===== src/rtl/regfile_pkg.sv =====
// Shared opcode, FunSel and state definitions for the register-file op sequencer.
// The scratch register S4 (index 7) is reserved as the SWAP temporary.
package regfile_pkg;

  localparam logic [2:0] OP_LOAD  = 3'b000;
  localparam logic [2:0] OP_CLEAR = 3'b001;
  localparam logic [2:0] OP_INC   = 3'b010;
  localparam logic [2:0] OP_DEC   = 3'b011;
  localparam logic [2:0] OP_MOVE  = 3'b100;
  localparam logic [2:0] OP_SWAP  = 3'b101;

  localparam logic [2:0] FS_DEC   = 3'b000;
  localparam logic [2:0] FS_INC   = 3'b001;
  localparam logic [2:0] FS_LOAD  = 3'b010;
  localparam logic [2:0] FS_CLEAR = 3'b011;

  localparam logic [2:0] TMP_IDX  = 3'd7;

  typedef enum logic [1:0] {IDLE, STEP1, STEP2, STEP3} state_t;

  typedef struct packed {
    logic [2:0]  op;
    logic [2:0]  dst;
    logic [2:0]  src;
    logic [15:0] imm;
  } cmd_t;

endpackage


===== src/rtl/regfile_sel_decode.sv =====
// Maps a 3-bit register index (0-3 = R1-R4, 4-7 = S1-S4) plus an enable onto
// the active-low {RegSel, ScrSel} enable pair; bit 3 of each selects the first register.
module regfile_sel_decode (
  input  logic [2:0] idx,
  input  logic       en,
  output logic [3:0] regsel,
  output logic [3:0] scrsel
);

  always_comb begin
    regsel = '1;
    scrsel = '1;
    if (en) begin
      if (idx[2]) scrsel[~idx[1:0]] = 1'b0;
      else        regsel[~idx[1:0]] = 1'b0;
    end
  end

endmodule


===== src/rtl/regfile_op_sequencer.sv =====
// Command sequencer that drives a register file through LOAD/CLEAR/INC/DEC/MOVE/SWAP,
// using S4 as the temporary for the three-step SWAP.
module regfile_op_sequencer
  import regfile_pkg::*;
(
  input  logic        Clock,
  input  logic        Reset,
  input  logic        CmdValid,
  output logic        CmdReady,
  input  logic [2:0]  CmdOp,
  input  logic [2:0]  CmdDst,
  input  logic [2:0]  CmdSrc,
  input  logic [15:0] CmdImm,
  input  logic [2:0]  RdSel,
  input  logic [15:0] RfOutA,
  output logic [15:0] RfI,
  output logic [2:0]  RfFunSel,
  output logic [3:0]  RfRegSel,
  output logic [3:0]  RfScrSel,
  output logic [2:0]  RfOutASel,
  output logic [2:0]  RfOutBSel,
  output logic        Done,
  output logic        Err
);

  state_t     state, state_nxt;
  cmd_t       cmd;
  logic       sel_en;
  logic [2:0] sel_idx;
  logic       swap_bad, swap_nop;

  always_ff @(posedge Clock or posedge Reset) begin
    if (Reset) begin
      state <= IDLE;
      cmd   <= '0;
    end else begin
      state <= state_nxt;
      if (state == IDLE && CmdValid)
        cmd <= '{op: CmdOp, dst: CmdDst, src: CmdSrc, imm: CmdImm};
    end
  end

  // A SWAP touching the temporary would corrupt its own operand, so it is rejected.
  assign swap_bad = (cmd.src == TMP_IDX) || (cmd.dst == TMP_IDX);
  assign swap_nop = (cmd.src == cmd.dst);

  always_comb begin
    state_nxt = state;
    CmdReady  = 1'b0;
    RfI       = '0;
    RfFunSel  = FS_LOAD;
    RfOutASel = '0;
    sel_en    = 1'b0;
    sel_idx   = cmd.dst;
    Done      = 1'b0;
    Err       = 1'b0;
    case (state)
      IDLE: begin
        CmdReady = 1'b1;
        if (CmdValid) state_nxt = STEP1;
      end
      STEP1: begin
        Done      = 1'b1;
        state_nxt = IDLE;
        case (cmd.op)
          OP_LOAD: begin
            sel_en = 1'b1;
            RfI    = cmd.imm;
          end
          OP_CLEAR: begin
            sel_en   = 1'b1;
            RfFunSel = FS_CLEAR;
          end
          OP_INC: begin
            sel_en   = 1'b1;
            RfFunSel = FS_INC;
          end
          OP_DEC: begin
            sel_en   = 1'b1;
            RfFunSel = FS_DEC;
          end
          OP_MOVE: begin
            sel_en    = 1'b1;
            RfOutASel = cmd.src;
            RfI       = RfOutA;
          end
          OP_SWAP: begin
            if (swap_bad) begin
              Err = 1'b1;
            end else if (!swap_nop) begin
              Done      = 1'b0;
              state_nxt = STEP2;
              sel_en    = 1'b1;
              sel_idx   = TMP_IDX;
              RfOutASel = cmd.dst;
              RfI       = RfOutA;
            end
          end
          default: Err = 1'b1;
        endcase
      end
      STEP2: begin
        state_nxt = STEP3;
        sel_en    = 1'b1;
        RfOutASel = cmd.src;
        RfI       = RfOutA;
      end
      STEP3: begin
        state_nxt = IDLE;
        Done      = 1'b1;
        sel_en    = 1'b1;
        sel_idx   = cmd.src;
        RfOutASel = TMP_IDX;
        RfI       = RfOutA;
      end
      default: state_nxt = IDLE;
    endcase
  end

  assign RfOutBSel = RdSel;

  regfile_sel_decode u_sel_decode (
    .idx    (sel_idx),
    .en     (sel_en),
    .regsel (RfRegSel),
    .scrsel (RfScrSel)
  );

endmodule


===== config.mk =====
export PLATFORM = sky130hd
export DESIGN_NAME = regfile_op_sequencer
export DESIGN_NICKNAME = d
export VERILOG_FILES = /design/src/rtl/regfile_pkg.sv /design/src/rtl/regfile_sel_decode.sv /design/src/rtl/regfile_op_sequencer.sv
export SDC_FILE = /design/constraint.sdc
export NUM_CORES = 1
export LEC_CHECK = 0
export ABC_AREA = 0
export CAP_MARGIN = 20
export CORE_MARGIN = 1
export CORE_UTILIZATION = 59
export CTS_BUF_LIST = sky130_fd_sc_hd__clkbuf_4
export DETAILED_ROUTE_END_ITERATION = 10
export DONT_BUFFER_PORTS = 1
export GPL_TIMING_DRIVEN = 0
export PLACE_DENSITY = 0.9
export SLEW_MARGIN = 30
export SYNTH_ARGS = -nofsm -noshare
export SYNTH_HDL_FRONTEND = slang
export SYNTH_HIERARCHICAL = 1
export SYNTH_SLANG_ARGS = --single-unit

===== constraint.sdc =====
create_clock -name Clock -period 2.25 [get_ports Clock]
set_input_delay 0.45 -clock Clock [delete_from_list [all_inputs] [get_ports Clock]]
set_output_delay 0.45 -clock Clock [all_outputs]
set_load 0.01 [all_outputs]

; ---- After elaboration in Yosys (flattened, before gate mapping)
; Cells that the tools add are included.
[totals]
regBits = 27
latchBits = 0
ram_bits = 0
rom_bits = 0
output_inout_bits = 36
word_cells = 65
memories = 0
[op_classes]
addsub = 0
mul = 0
n_div = 0
n_lt_le_gt_ge = 2
n_eq_ne = 12
shift = 0
mux = 37
bitwise = 2
reduce_logical = 7
[ops]
columns = operator, n
row1 = one-hot mux 16 bit (3 select lines), 1
row2 = two-way mux 16 bit, 2
row3 = one-hot mux 16 bit (2 select lines), 1
row4 = two-way mux 4 bit, 4
row5 = two-way mux 3 bit, 5
row6 = "== test 3 bit, second input constant", 4
row7 = one-hot mux 3 bit (2 select lines), 2
row8 = two-way mux 2 bit, 5
row9 = two-way mux 1 bit, 9
row10 = one-hot mux 3 bit (3 select lines), 1
row11 = one-hot mux 1 bit (2 select lines), 4
row12 = one-hot mux 2 bit (4 select lines), 1
row13 = "== test 3 x 2 -> 1 bit, second input constant", 2
row14 = one-hot mux 2 bit (3 select lines), 1
row15 = OR reduction 5 bit, 1
row16 = "== test 2 bit, second input constant", 2
row17 = inverter 4 bit, 1
row18 = "== test 3 x 1 -> 1 bit, second input constant", 1
row19 = == test 3 bit, 1
row20 = zero test 3 bit, 1
row21 = "< comparator 2 x 3 -> 1 bit, second input constant", 1
row22 = demux 1 bit (select 2 bit), 1
row23 = "== test 2 x 1 -> 1 bit, second input constant", 1
row24 = "greater-or-equal comparator 2 x 1 -> 1 bit, second input constant", 1
row25 = 6 further kinds, 7

; ---- Longest topological paths before layout
; Gate-level depths: netlist (run 1).
[logic_depth]
word_depth = 13
ltp_mapped = 6
mapped_depth_nobuf = 5

; ---- Hierarchy
; Netlist (run 1), hierarchy kept.
[by_module_without_submodules]
columns = mod, n_inst, cells_each, area_per_inst_um2, seq_area_each_um2
row1 = regfile_op_sequencer, 1, 132, 1502.7, 675.6
row2 = regfile_sel_decode, 1, 8, 76.3, 0.0

; ---- Least setup slack after synthesis (run 1)
; Ideal clock, no wire load.
[synth_timing]
path_type = reg2out
startpoint = register cmd[23] (netlist bit)
endpoint = output RfRegSel[3]
arrival_time_ns = 1.957
slack_ns = -0.157
path_stages_with_launch = 7
path_cell_list = dfrtp_1 buf_6 nand3b_1 a31oi_2 nand3_1 a21oi_1 or4b_1
[synth_between]
word_cells_on_any_way = 20
classes_between = order compare: 2 / eq/ne: 5 / mux: 8 / bitwise: 2 / reduce/logical: 3
[synth_rtl]
columns = item, line
row1 = from (decl), regfile_op_sequencer.sv:27  ; cmd_t cmd;
row2 = from (signal assigned), regfile_op_sequencer.sv:39  ; cmd <= '{op: CmdOp, dst: CmdDst, src: CmdSrc, imm: CmdImm};
row3 = == test 3 bit (tied with other cells), regfile_op_sequencer.sv:65  ; case (cmd.op)
row4 = OR reduction 5 bit (no source line), -
row5 = one-hot mux 1 bit (2 select lines) (*), regfile_op_sequencer.sv:65
row6 = one-hot mux 1 bit (2 select lines) (*), regfile_op_sequencer.sv:57  ; case (state)
row7 = named net sel_en, regfile_op_sequencer.sv:28  ; logic sel_en;
row8 = two-way mux 4 bit (*), regfile_sel_decode.sv:13  ; if (en) begin
row9 = to (decl), regfile_op_sequencer.sv:18  ; output logic [3:0] RfRegSel,
; Mark *: on every way through the listed nets, which the timed path passes. The rest lies on a longest branch.

; ---- Worst setup path in the final report (run 1)
[layout_timing]
startpoint = register cmd[23] (netlist bit)
endpoint = output RfRegSel[0]
[layout_between]
word_cells_on_any_way = 20
classes_between = order compare: 2 / eq/ne: 5 / mux: 8 / bitwise: 2 / reduce/logical: 3
[layout_rtl]
columns = item, line
row1 = == test 3 bit, regfile_op_sequencer.sv:65
row2 = two-way mux 3 bit, regfile_op_sequencer.sv:65
row3 = one-hot mux 3 bit (2 select lines), regfile_op_sequencer.sv:57
row4 = named net sel_idx[2], regfile_op_sequencer.sv:29  ; logic [2:0] sel_idx;
row5 = two-way mux 4 bit, regfile_sel_decode.sv:14  ; if (idx[2]) scrsel[~idx[1:0]] = 1'b0;
row6 = two-way mux 4 bit, regfile_sel_decode.sv:13
; The timed path passes the listed nets, and every way through them passes these cells.

==> results_dict.tcl, run 1 <==
set metrics [dict create \
    status "complete, but fails checks" \
    violations "negative setup slack" \
    worst-path-stages 7 \
    maxSlewHeadroom 0.622 \
    fin_area_um2 2250 \
    synth_area_um2 1580 \
    area_delta_synth_final_pct 42.6 \
    ys_ff_latch 27 \
    clk_latency_ns 0.34 \
    timing.hold.ws_ns 0.0164 \
    ctsRootBufferMaster "clkbuf_4" \
    fin_skew_ns 0.00645 \
    finalSetupViolCount 27 \
    syn_inst 140 \
    grt_overflow 0 \
    antenna_found_initial 0 \
    setup_ws_ns -0.254 \
    hold_viol 0 \
    timing.reg2reg.setup_slack_ns 0.13 \
    drive_gt1_frac 0.497 \
    fp.dieW_um 53.7 \
    gp_congestion 0.876 \
    nets 217 \
    cts_buffers 3 \
    grt_pass1_wl_um 6980 \
    port_buffers 0 \
    ant_nets 0 \
    ys_types 34 \
    hp-class "input pin to asynchronous set/reset pin" \
    clock_sinks 27 \
    synth_fp_nets 187 \
    period_minus_slack_ns 2.50 \
    seq_area_frac_synth 0.428 \
    worstPathRequired_ns 1.80 \
    p_leak_nw 0.920 \
    setup_tns_ns -5.00 \
    power_density_nw_per_um2 1760 \
    fp.dieH_um 53.7 \
    grt_pass1_vias 1269 \
    core_area_um2 2500 \
    cts.clk_slew.worst_paths_ns 0.15 \
    cp_num_buf_inv 2 \
    wirelength_um 5370 \
    cp-start-kind "flip-flop" \
    drv_slew 0 \
    wire_per_inst_um 27.0 \
    r2r_cells 6 \
    hpwl_um 2640 \
    drt_pass1_iterations 4 \
    ios 83 \
    path_max_fanout 6 \
    cp-end-kind "primary output" \
    maxCapViolations 0 \
    worstPathArrival_ns 2.05 \
    antennaDiodeCount 0 \
    place_area_um2 1630 \
    syn_area_per_cell_um2 11.3 \
    path_cells "nand3b_1, a31oi_4, buf_6, nand2_8, a21oi_4, buf_6, nand4b_1" \
    path_class "flip-flop to primary output" \
    ys_warn_count 6 \
    slowest_stage "dfrtp_1" \
    grtUsageTotal 0.357 \
    slowest_delay_ns 0.44 \
    start_util 0.632 \
    fmax_mhz 399 \
    peakVddDrop_mv 1.33 \
    ctsHoldBuffers 0 \
    h-tree-depth 1 \
    viasPerCell 6.98 \
    row_count 18 \
    num_vias 1389 \
    grt_max_degree 28 \
    min_period_over_period 1.11 \
    dieArea_um2 2890 \
    crit_family "compound AO/OA/AOI/OAI gates" \
    tightest_slew_ns 0.566 \
    cp_common_cell "buf_6" \
    tritoncts "yes" \
    crit-reg2reg-capture "cmd[22]$_DFFE_PP0P_" \
    ctsLongestPathBuffers 2 \
    rsz0062_at_grt "yes" \
    pre_cts_ws_ns -0.148 \
    drc 0 \
    drt_iter0_markers 38 \
]
==> final cells by class <==
class	count	area [um2]
plain buffers	11	92.6
clock buffers	3	22.5
clock inverters	1	5.00
fillers	92	249
inverters	1	3.75
multi-input cells	100	1120
flip-flops and latches	27	686
well taps	30	37.5
repair buffers	26	288
==> cells in the mapped netlist <==
cell type / number / share of area
nor2b_1: 1 / 0.0040
o22ai_1: 3 / 0.012
buf_4: 4 / 0.019
nand3_1: 3 / 0.0095
nor3_1: 1 / 0.0032
conb_1: 1 / 0.0024
clkbuf_1: 1 / 0.0024
and2_1: 1 / 0.0040
or4b_1: 1 / 0.0063
dfrtp_1: 27 / 0.43
nand4b_1: 3 / 0.017
a31o_1: 1 / 0.0055
nor2_1: 9 / 0.021
a31oi_2: 1 / 0.0079
nor4_2: 1 / 0.0079
nand2b_1: 2 / 0.0079
buf_6: 4 / 0.029
nor3b_1: 1 / 0.0048
o21ai_0: 1 / 0.0032
a211oi_1: 1 / 0.0048
nand2_1: 9 / 0.021
inv_1: 1 / 0.0024
nand3b_1: 1 / 0.0048
a21oi_1: 4 / 0.013
o21ai_1: 1 / 0.0032
nand4_1: 1 / 0.0040
a41o_4: 1 / 0.013
o21a_1: 1 / 0.0048
a22o_1: 16 / 0.089
buf_2: 3 / 0.0095
xnor2_1: 4 / 0.022
mux2_1: 25 / 0.18
nand4bb_1: 3 / 0.021
o211ai_1: 3 / 0.014
==> what timing repair did <==
item / in CTS / in global routing
resized for setup: 38 / 20
setup endpoints to repair: 26 / 28
pin swaps: 11 / 8
buffers inserted: 11 / 14
cloned: 1 / 0
==> cell usage in the layout, fill, tap and decap left out, drive strengths merged <==
cell	n
nand2	9
conb	1
a41o	1
nor2b	1
nand3	3
or4b	1
nand2b	2
nand4	1
a22o	16
nand4bb	3
clkinv	1
xnor2	4
clkbuf	4
nand4b	3
nor2	9
a21oi	4
a31o	1
dfrtp	27
o21a	1
o22ai	3
nor3	1
nand3b	1
inv	1
nor3b	1
nor4	1
o21ai	2
buf	36
and2	1
o211ai	3
a31oi	1
mux2	25
a211oi	1
==> worst register-to-register path, stage by stage (launching register included) <==
cell and delay [ns]:
dfrtp_1 0.41, buf_2 0.19, nor2_1 0.39, and2_1 0.23
buf_2 0.23, buf_6 0.19, mux2_1 0.37
==> stage by stage <==
stage / util / total power, mW / std cells
after CTS: 0.821 / 3.33 / 186
after detailed placement: 0.653 / 2.31 / 170
after floorplan: - / 2.05 / 140
final: 0.900 / 3.95 / 199
after global placement: 0.653 / 2.21 / 170
after global routing: 0.900 / 4.12 / 199
==> cells by family (layout without fill, tap and decap cells) <==
kind of cell	Yosys count	after routing	share of synthesized area
other	1	1	0.00237
multiplexers	25	25	0.178
AND/OR/NAND/NOR	37	37	0.137
buffers and inverters	13	42	0.0618
XOR/XNOR	4	4	0.0222
flip-flops	27	27	0.428
AO/OA/AOI/OAI	33	33	0.170
==> where the power goes <==
part           internal [mW]  switching, mW  total, mW  leakage [nW]
clock network         0.0672          0.152      0.219        0.0177
logic                   1.40           1.32       2.72         0.593
registers              0.740          0.273       1.01         0.309
==> how the worst max path moves through the flow <==
stage | end | from
final | RfRegSel[0] | cmd[23]$_DFFE_PP0P_
after global routing | RfI[3] | cmd[22]$_DFFE_PP0P_
after CTS | RfRegSel[3] | cmd[23]$_DFFE_PP0P_
after detailed placement | RfRegSel[3] | state[0]$_DFFE_PP0P_
after global placement | RfRegSel[3] | cmd[23]$_DFFE_PP0P_
after floorplan | RfRegSel[3] | cmd[23]$_DFFE_PP0P_
==> registers in the layout, indices dropped and copies added (netlist names), named ones only <==
signal / count
cmd: 25
state: 1
==> per-layer routing <==
metal  vias up  wire [um]  track usage
met4         0        254        0.162
li1        580          -            -
met5         -          0            0
met2        94       2780        0.580
met3        34        427        0.136
met1       681       1910        0.413
Note: power is estimated with default switching activity, not from simulation.
==> run 2: changes to the inputs <==
--- a/config.mk
+++ b/config.mk
@@ -17,5 +17,4 @@
 export SLEW_MARGIN = 30
 export SYNTH_ARGS = -nofsm -noshare
 export SYNTH_HDL_FRONTEND = slang
-export SYNTH_HIERARCHICAL = 1
 export SYNTH_SLANG_ARGS = --single-unit
==> run 2 against run 1 <==
The run still ends with negative setup slack left. Clock power barely moved. Synthesized area up 3.7%. Clock-buffer cell count is the same. Critical endpoint is now RfI[10]. Largest cell class unchanged.
==> results_dict.tcl, run 2 <==
set metrics [dict create \
    ys_types 41 \
    synth.area.top_cells "dfrtp_1 41%, mux2_2 17%, a22o_1 8.6%" \
    setup_ws_ns -0.406 \
    grt_pass1_vias 1189 \
    hp-class "input pin to asynchronous set/reset pin" \
    grt_max_degree 28 \
    cts.clk_slew.worst_paths_ns 0.16 \
    place_area_um2 1680 \
    clock_sinks 27 \
    fin_skew_ns 0.00932 \
    power_density_nw_per_um2 1620 \
    ios 83 \
    ctsLongestPathBuffers 2 \
    syn_area_per_cell_um2 10.8 \
    peakVddDrop_mv 1.19 \
    grt_overflow 0 \
    gp_congestion 0.807 \
    area_delta_synth_final_pct 33.1 \
    port_buffers 0 \
    path_class "flip-flop to primary output" \
    num_vias 1412 \
    fp.dieW_um 54.7 \
    drt_iter0_markers 69 \
    grt_pass1_wl_um 5390 \
    dp_cells 182 \
    min_period_over_period 1.18 \
    grt_util_met1 0.298 \
    cp-start-kind "flip-flop" \
    use_met3 0.0417 \
    drc 0 \
    crit-reg2reg-capture "cmd[19]$_DFFE_PP0P_" \
    cts_buffers 3 \
    maxSlewHeadroom 0.624 \
    cp-end-kind "primary output" \
    worstPathArrival_ns 2.21 \
    fmax_mhz 377 \
    layout.cells.non_filler 208 \
    seq_area_frac_synth 0.413 \
    biggestRegsByFlops "cmd (25), state (1)" \
    drv_slew 0 \
    period_minus_slack_ns 2.66 \
    post-synth-top-count-cell "dfrtp_1" \
    clk_latency_ns 0.33 \
    max_flop_register "cmd" \
    final_common_cell "mux2_2" \
    start_util 0.644 \
    path_cells "buf_6, and3_4, a311oi_4, a22oi_2, o41ai_4, buf_6, buf_4, a22o_1" \
    tritoncts "yes" \
    slowest_delay_ns 0.41 \
    rsz0062_at_grt "yes" \
    grtUsageTotal 0.262 \
    gr-max-usage-layer "met2" \
    timing.reg2reg.setup_slack_ns 0.07 \
    cp_common_cell "buf_6" \
    viasPerCell 6.79 \
    path_max_fanout 6 \
    hold_viol 0 \
    drive_gt1_frac 0.629 \
    r2r_start "state[0]$_DFFE_PP0P_" \
    p_leak_nw 0.970 \
    dieArea_um2 2990 \
    use_met2 0.494 \
    synth_fp_nets 199 \
    row_count 18 \
    ys_async_sr_fraction 1.00 \
    largest_register_ffs 25 \
    slowest_stage "dfrtp_1" \
    ys_ff_latch 27 \
    antenna_found_initial 0 \
    wirelength_um 4890 \
    maxCapViolations 0 \
    ys.flop_type "dfrtp_1" \
    hpwl_um 2640 \
    finalSetupViolCount 27 \
    h-tree-depth 1 \
    synth_area_um2 1640 \
    ctsHoldBuffers 0 \
    tightest_slew_ns 0.563 \
    synth_area_leader_cell "dfrtp_1" \
    wire_per_inst_um 23.5 \
    antennaDiodeCount 0 \
    core_area_um2 2540 \
    nets 226 \
    final_cell_mix "25 x mux2_2, 21 x buf_4, 21 x dfrtp_1" \
    status "complete, but fails checks" \
    synth_common_cells "27 x dfrtp_1, 25 x mux2_2, 16 x a22o_1, 14 x nand2_1, 7 x nor2_1" \
    ctsRootBufferMaster "clkbuf_4" \
    ant_nets 0 \
    syn_inst 152 \
    fin_area_um2 2180 \
    synth.top_cell.area_share 0.413 \
    fp.dieH_um 54.7 \
    drt_pass1_iterations 4 \
    worstPathRequired_ns 1.80 \
    synth_enable_flop_cells 0 \
    r2r_cells 6 \
    ys_warn_count 0 \
    violations "negative setup slack" \
]
[run 2: changes by cell type after synthesis, moves of 3 or more]
cell | previous run | this run
mux2_2 | 0 | 25
nand2_1 | 9 | 14
nand3_1 | 3 | 6
o211ai_1 | 3 | 0
nand4bb_1 | 3 | 0
buf_1 | 0 | 3
mux2_1 | 25 | 0
[run 2: kinds of logic after synthesis]
family | count (synthesis) | share of synthesized area
AND/OR/NAND/NOR | 44 | 0.146
AO/OA/AOI/OAI | 33 | 0.180
flip-flops | 27 | 0.413
multiplexers | 26 | 0.178
buffers and inverters | 17 | 0.0596
XOR/XNOR | 4 | 0.0214
other | 1 | 0.00229
[run 2: layer usage]
| metal | share of wire | vias to the layer above |
|---|---|---|
| li1 | - | 611 |
| met1 | 0.35 | 686 |
| met2 | 0.53 | 93 |
| met3 | 0.080 | 22 |
| met4 | 0.035 | 0 |
| met5 | 0 | - |
[run 2: repair_timing]
| item | CTS | global route |
|---|---|---|
| setup endpoints to repair | 26 | 28 |
| gates cloned | 1 | 0 |
| setup buffers | 11 | 11 |
| resized for setup | 25 | 42 |
| pin swaps | 11 | 21 |
[run 2: area by class of cell]
| type | instances | area, um2 |
|---|---|---|
| multi-input cells | 108 | 1120 |
| fillers | 126 | 365 |
| inverters | 2 | 7.51 |
| plain buffers | 15 | 108 |
| clock buffers | 3 | 22.5 |
| well taps | 30 | 37.5 |
| repair buffers | 22 | 191 |
| clock inverters | 1 | 7.51 |
| flip-flops and latches | 27 | 683 |
[run 2: worst max-delay path: cells and delay by family, from the launching register on]
family	cells	cell delay [ns]
and+or+nand+nor	1	0.18
AOI/OAI and AO/OA	4	0.86
buffers and inverters	3	0.45
DFF	1	0.41
[run 2: worst max path at each step]
| stage | startpoint | to | slack [ns] | cells after the start |
|---|---|---|---|---|
| finish | cmd[18]$_DFFE_PP0P_ | RfI[10] | -0.41 | 8 |
| global route | cmd[18]$_DFFE_PP0P_ | RfI[14] | -0.44 | 8 |
| detailed placement | cmd[23]$_DFFE_PP0P_ | RfI[14] | -0.21 | 7 |
| floorplan | cmd[18]$_DFFE_PP0P_ | RfI[0] | -0.01 | 7 |
| global placement | flip-flop | RfI[11] | -0.36 | 5 |
| CTS | cmd[23]$_DFFE_PP0P_ | RfI[0] | -0.39 | 8 |
[run 2: stage by stage]
step	setup WS, ns	setup TNS [ns]	util	hold WS, ns	power [mW]
5_1_grt	-0.440	-8.64	0.856	0.0744	3.68
6_report	-0.406	-6.94	0.856	0.0290	3.53
3_5_place_dp	-0.208	-2.50	0.661	0.499	2.37
4_1_cts	-0.385	-6.09	0.743	0.258	2.92
2_1_floorplan	-0.0141	-0.141	-	0.481	2.11
3_3_place_gp	-0.361	-3.90	0.658	0.490	2.29
[run 2: power breakdown]
group / internal [mW] / switching [mW] / leakage (nW)
Sequential: 0.736 / 0.263 / 0.311
Clock: 0.0679 / 0.154 / 0.0139
Combinational: 1.13 / 1.18 / 0.645
==> run 3: changes to the inputs <==
--- a/config.mk
+++ b/config.mk
@@ -13,7 +13,7 @@
 export DETAILED_ROUTE_END_ITERATION = 10
 export DONT_BUFFER_PORTS = 1
 export GPL_TIMING_DRIVEN = 0
-export PLACE_DENSITY = 0.9
+export PLACE_DENSITY_LB_ADDON = 0.2
 export SLEW_MARGIN = 30
 export SYNTH_ARGS = -nofsm -noshare
 export SYNTH_HDL_FRONTEND = slang
==> run 3 against run 2 <==
The run still ends with negative setup slack left. Utilization decreased by 7.1 points. Design area decreased by 8.3%. Via count decreased by 6.3%. Critical path depth decreased by 2. Combinational power decreased by 16%. Final cell count decreased by 3.4%. Highest routed layer unchanged.
==> results_dict.tcl, run 3 (same netlist as run 2, synthesis figures left out) <==
set metrics [dict create \
    status "complete, but fails checks" \
    violations "negative setup slack" \
    rsz0062_at_grt "yes" \
    h-tree-depth 1 \
    fp.dieH_um 54.7 \
    hold_viol 0 \
    row_count 18 \
    path_cells "and3_4, a311oi_4, a22oi_2, o41ai_4, buf_4, a22o_1" \
    crit-reg2reg-capture "cmd[5]$_DFFE_PP0P_" \
    largest_register_ffs 25 \
    pre_cts_ws_ns -0.247 \
    n_fill_cell 167 \
    ctsLongestPathBuffers 2 \
    finalSetupViolCount 22 \
    fmax_mhz 384 \
    switchingPower_mw 1.37 \
    slowest_stage "dfrtp_1" \
    final_cell_mix "25 x mux2_2, 23 x dfrtp_1, 20 x buf_4" \
    cts.clk_slew.worst_paths_ns 0.15 \
    tightest_slew_ns 0.538 \
    antennaDiodeCount 0 \
    setup_ws_ns -0.356 \
    period_minus_slack_ns 2.61 \
    core_area_um2 2540 \
    clk_latency_ns 0.32 \
    pwr-share-seq 0.311 \
    final_common_cell "mux2_2" \
    grtUsageTotal 0.252 \
    drive_gt1_frac 0.550 \
    ant_nets 0 \
    r2r_cells 5 \
    layout.cells.non_filler 201 \
    drt_iter0_markers 30 \
    min_period_over_period 1.16 \
    gp_congestion 0.889 \
    grt_pass1_vias 1119 \
    grt_overflow 0 \
    grt_pass1_wl_um 5260 \
    wirelength_um 4050 \
    area_delta_synth_final_pct 22.1 \
    fin_area_um2 2000 \
    ios 83 \
    wire_per_inst_um 20.2 \
    cp-start-kind "flip-flop" \
    p_sw_frac 0.441 \
    setup_tns_ns -5.27 \
    r2r_start "state[0]$_DFFE_PP0P_" \
    power_density_nw_per_um2 1560 \
    slowest_delay_ns 0.47 \
    ctsRootBufferMaster "clkbuf_4" \
    maxSlewHeadroom 0.641 \
    cp-end-kind "primary output" \
    p_comb_frac 0.622 \
    clock_sinks 27 \
    worstPathArrival_ns 2.16 \
    start_util 0.644 \
    tritoncts "yes" \
    p_clk_frac 0.067 \
    num_vias 1323 \
    p_int_mw 1.74 \
    drt_pass1_iterations 4 \
    drv_slew 0 \
    path_class "flip-flop to primary output" \
    place_area_um2 1680 \
    biggestRegsByFlops "cmd (25), state (1)" \
    dp_cells 182 \
    timing.reg2reg.setup_slack_ns 0.28 \
    timing.hold.ws_ns 0.0270 \
    fp.dieW_um 54.7 \
    worstPathRequired_ns 1.80 \
    fin_skew_ns 0.00377 \
    nets 219 \
    maxCapViolations 0 \
    antenna_found_initial 0 \
    hp-class "input pin to asynchronous set/reset pin" \
    ctsHoldBuffers 0 \
    grt_max_degree 28 \
    viasPerCell 6.58 \
    drc 0 \
    path_max_fanout 5 \
    cts_buffers 3 \
    peakVddDrop_mv 1.02 \
    p_leak_nw 0.880 \
    max_flop_register "cmd" \
    hpwl_um 2650 \
    port_buffers 0 \
    dieArea_um2 2990 \
]
[run 3: changes by cell type in the layout (fill, tap and decap cells not counted), sizes merged]
cell,change
buf,-8
clkbuf,+1
clkinv,+1
clkinvlp,-1
[run 3: what timing repair did]
item,4_1_cts,5_1_grt
endpoints found under the setup margin,25,39
gates cloned,1,0
buffers inserted,7,9
resized for setup,26,15
pin swaps,10,8
[run 3: how the worst max path moves through the flow]
stage / startpoint / cells after the start / to
2_1_floorplan: cmd[18]$_DFFE_PP0P_ / 7 / RfI[0]
3_3_place_gp: flip-flop / 5 / RfI[7]
3_5_place_dp: cmd[23]$_DFFE_PP0P_ / 7 / RfI[2]
4_1_cts: cmd[23]$_DFFE_PP0P_ / 7 / RfI[11]
5_1_grt: cmd[18]$_DFFE_PP0P_ / 7 / RfI[11]
6_report: cmd[17]$_DFFE_PP0P_ / 6 / RfI[12]
[run 3: area by class of cell]
class / instances / area [um2] / area share
multi-input combinational: 108 / 1020 / 0.511
tap: 30 / 37.5 / 0.0188
clock buffer: 3 / 22.5 / 0.0113
clock inverter: 1 / 5.00 / 0.00250
timing repair buffer: 17 / 131 / 0.0657
inverter: 2 / 7.51 / 0.00375
buffer: 13 / 93.8 / 0.0469
sequential: 27 / 681 / 0.340
[run 3: routing by layer]
metal / GRT usage / share of wire / up-vias
met1: 0.327 / 0.39 / 656
met4: 0.0855 / 0.023 / 0
met5: 0 / 0 / -
li1: - / - / 602
met3: 0.0778 / 0.076 / 10
met2: 0.396 / 0.51 / 55
[run 3: worst max-delay path, delay by kind of cell (launching register included)]
| family | cells | cell delay, ns |
|---|---|---|
| buffers and inverters | 1 | 0.23 |
| AO/OA/AOI/OAI | 4 | 0.91 |
| flip-flops | 1 | 0.47 |
| AND/OR/NAND/NOR | 1 | 0.22 |
[run 3: power by group through the flow]
stage	clock [mW]	sequential, mW	combinational (mW)
global placement	0	0.934	1.37
global route	0.238	1.00	2.06
CTS	0.215	0.962	1.68
floorplan	0	0.891	1.22
detailed placement	0	0.957	1.42
finish	0.209	0.970	1.94
[run 3: stage by stage]
step                      utilization  power, mW
after global routing            0.786       3.30
after detailed placement        0.661       2.37
final                           0.786       3.11
after CTS                       0.734       2.85
after floorplan                     -       2.11
after global placement          0.658       2.30
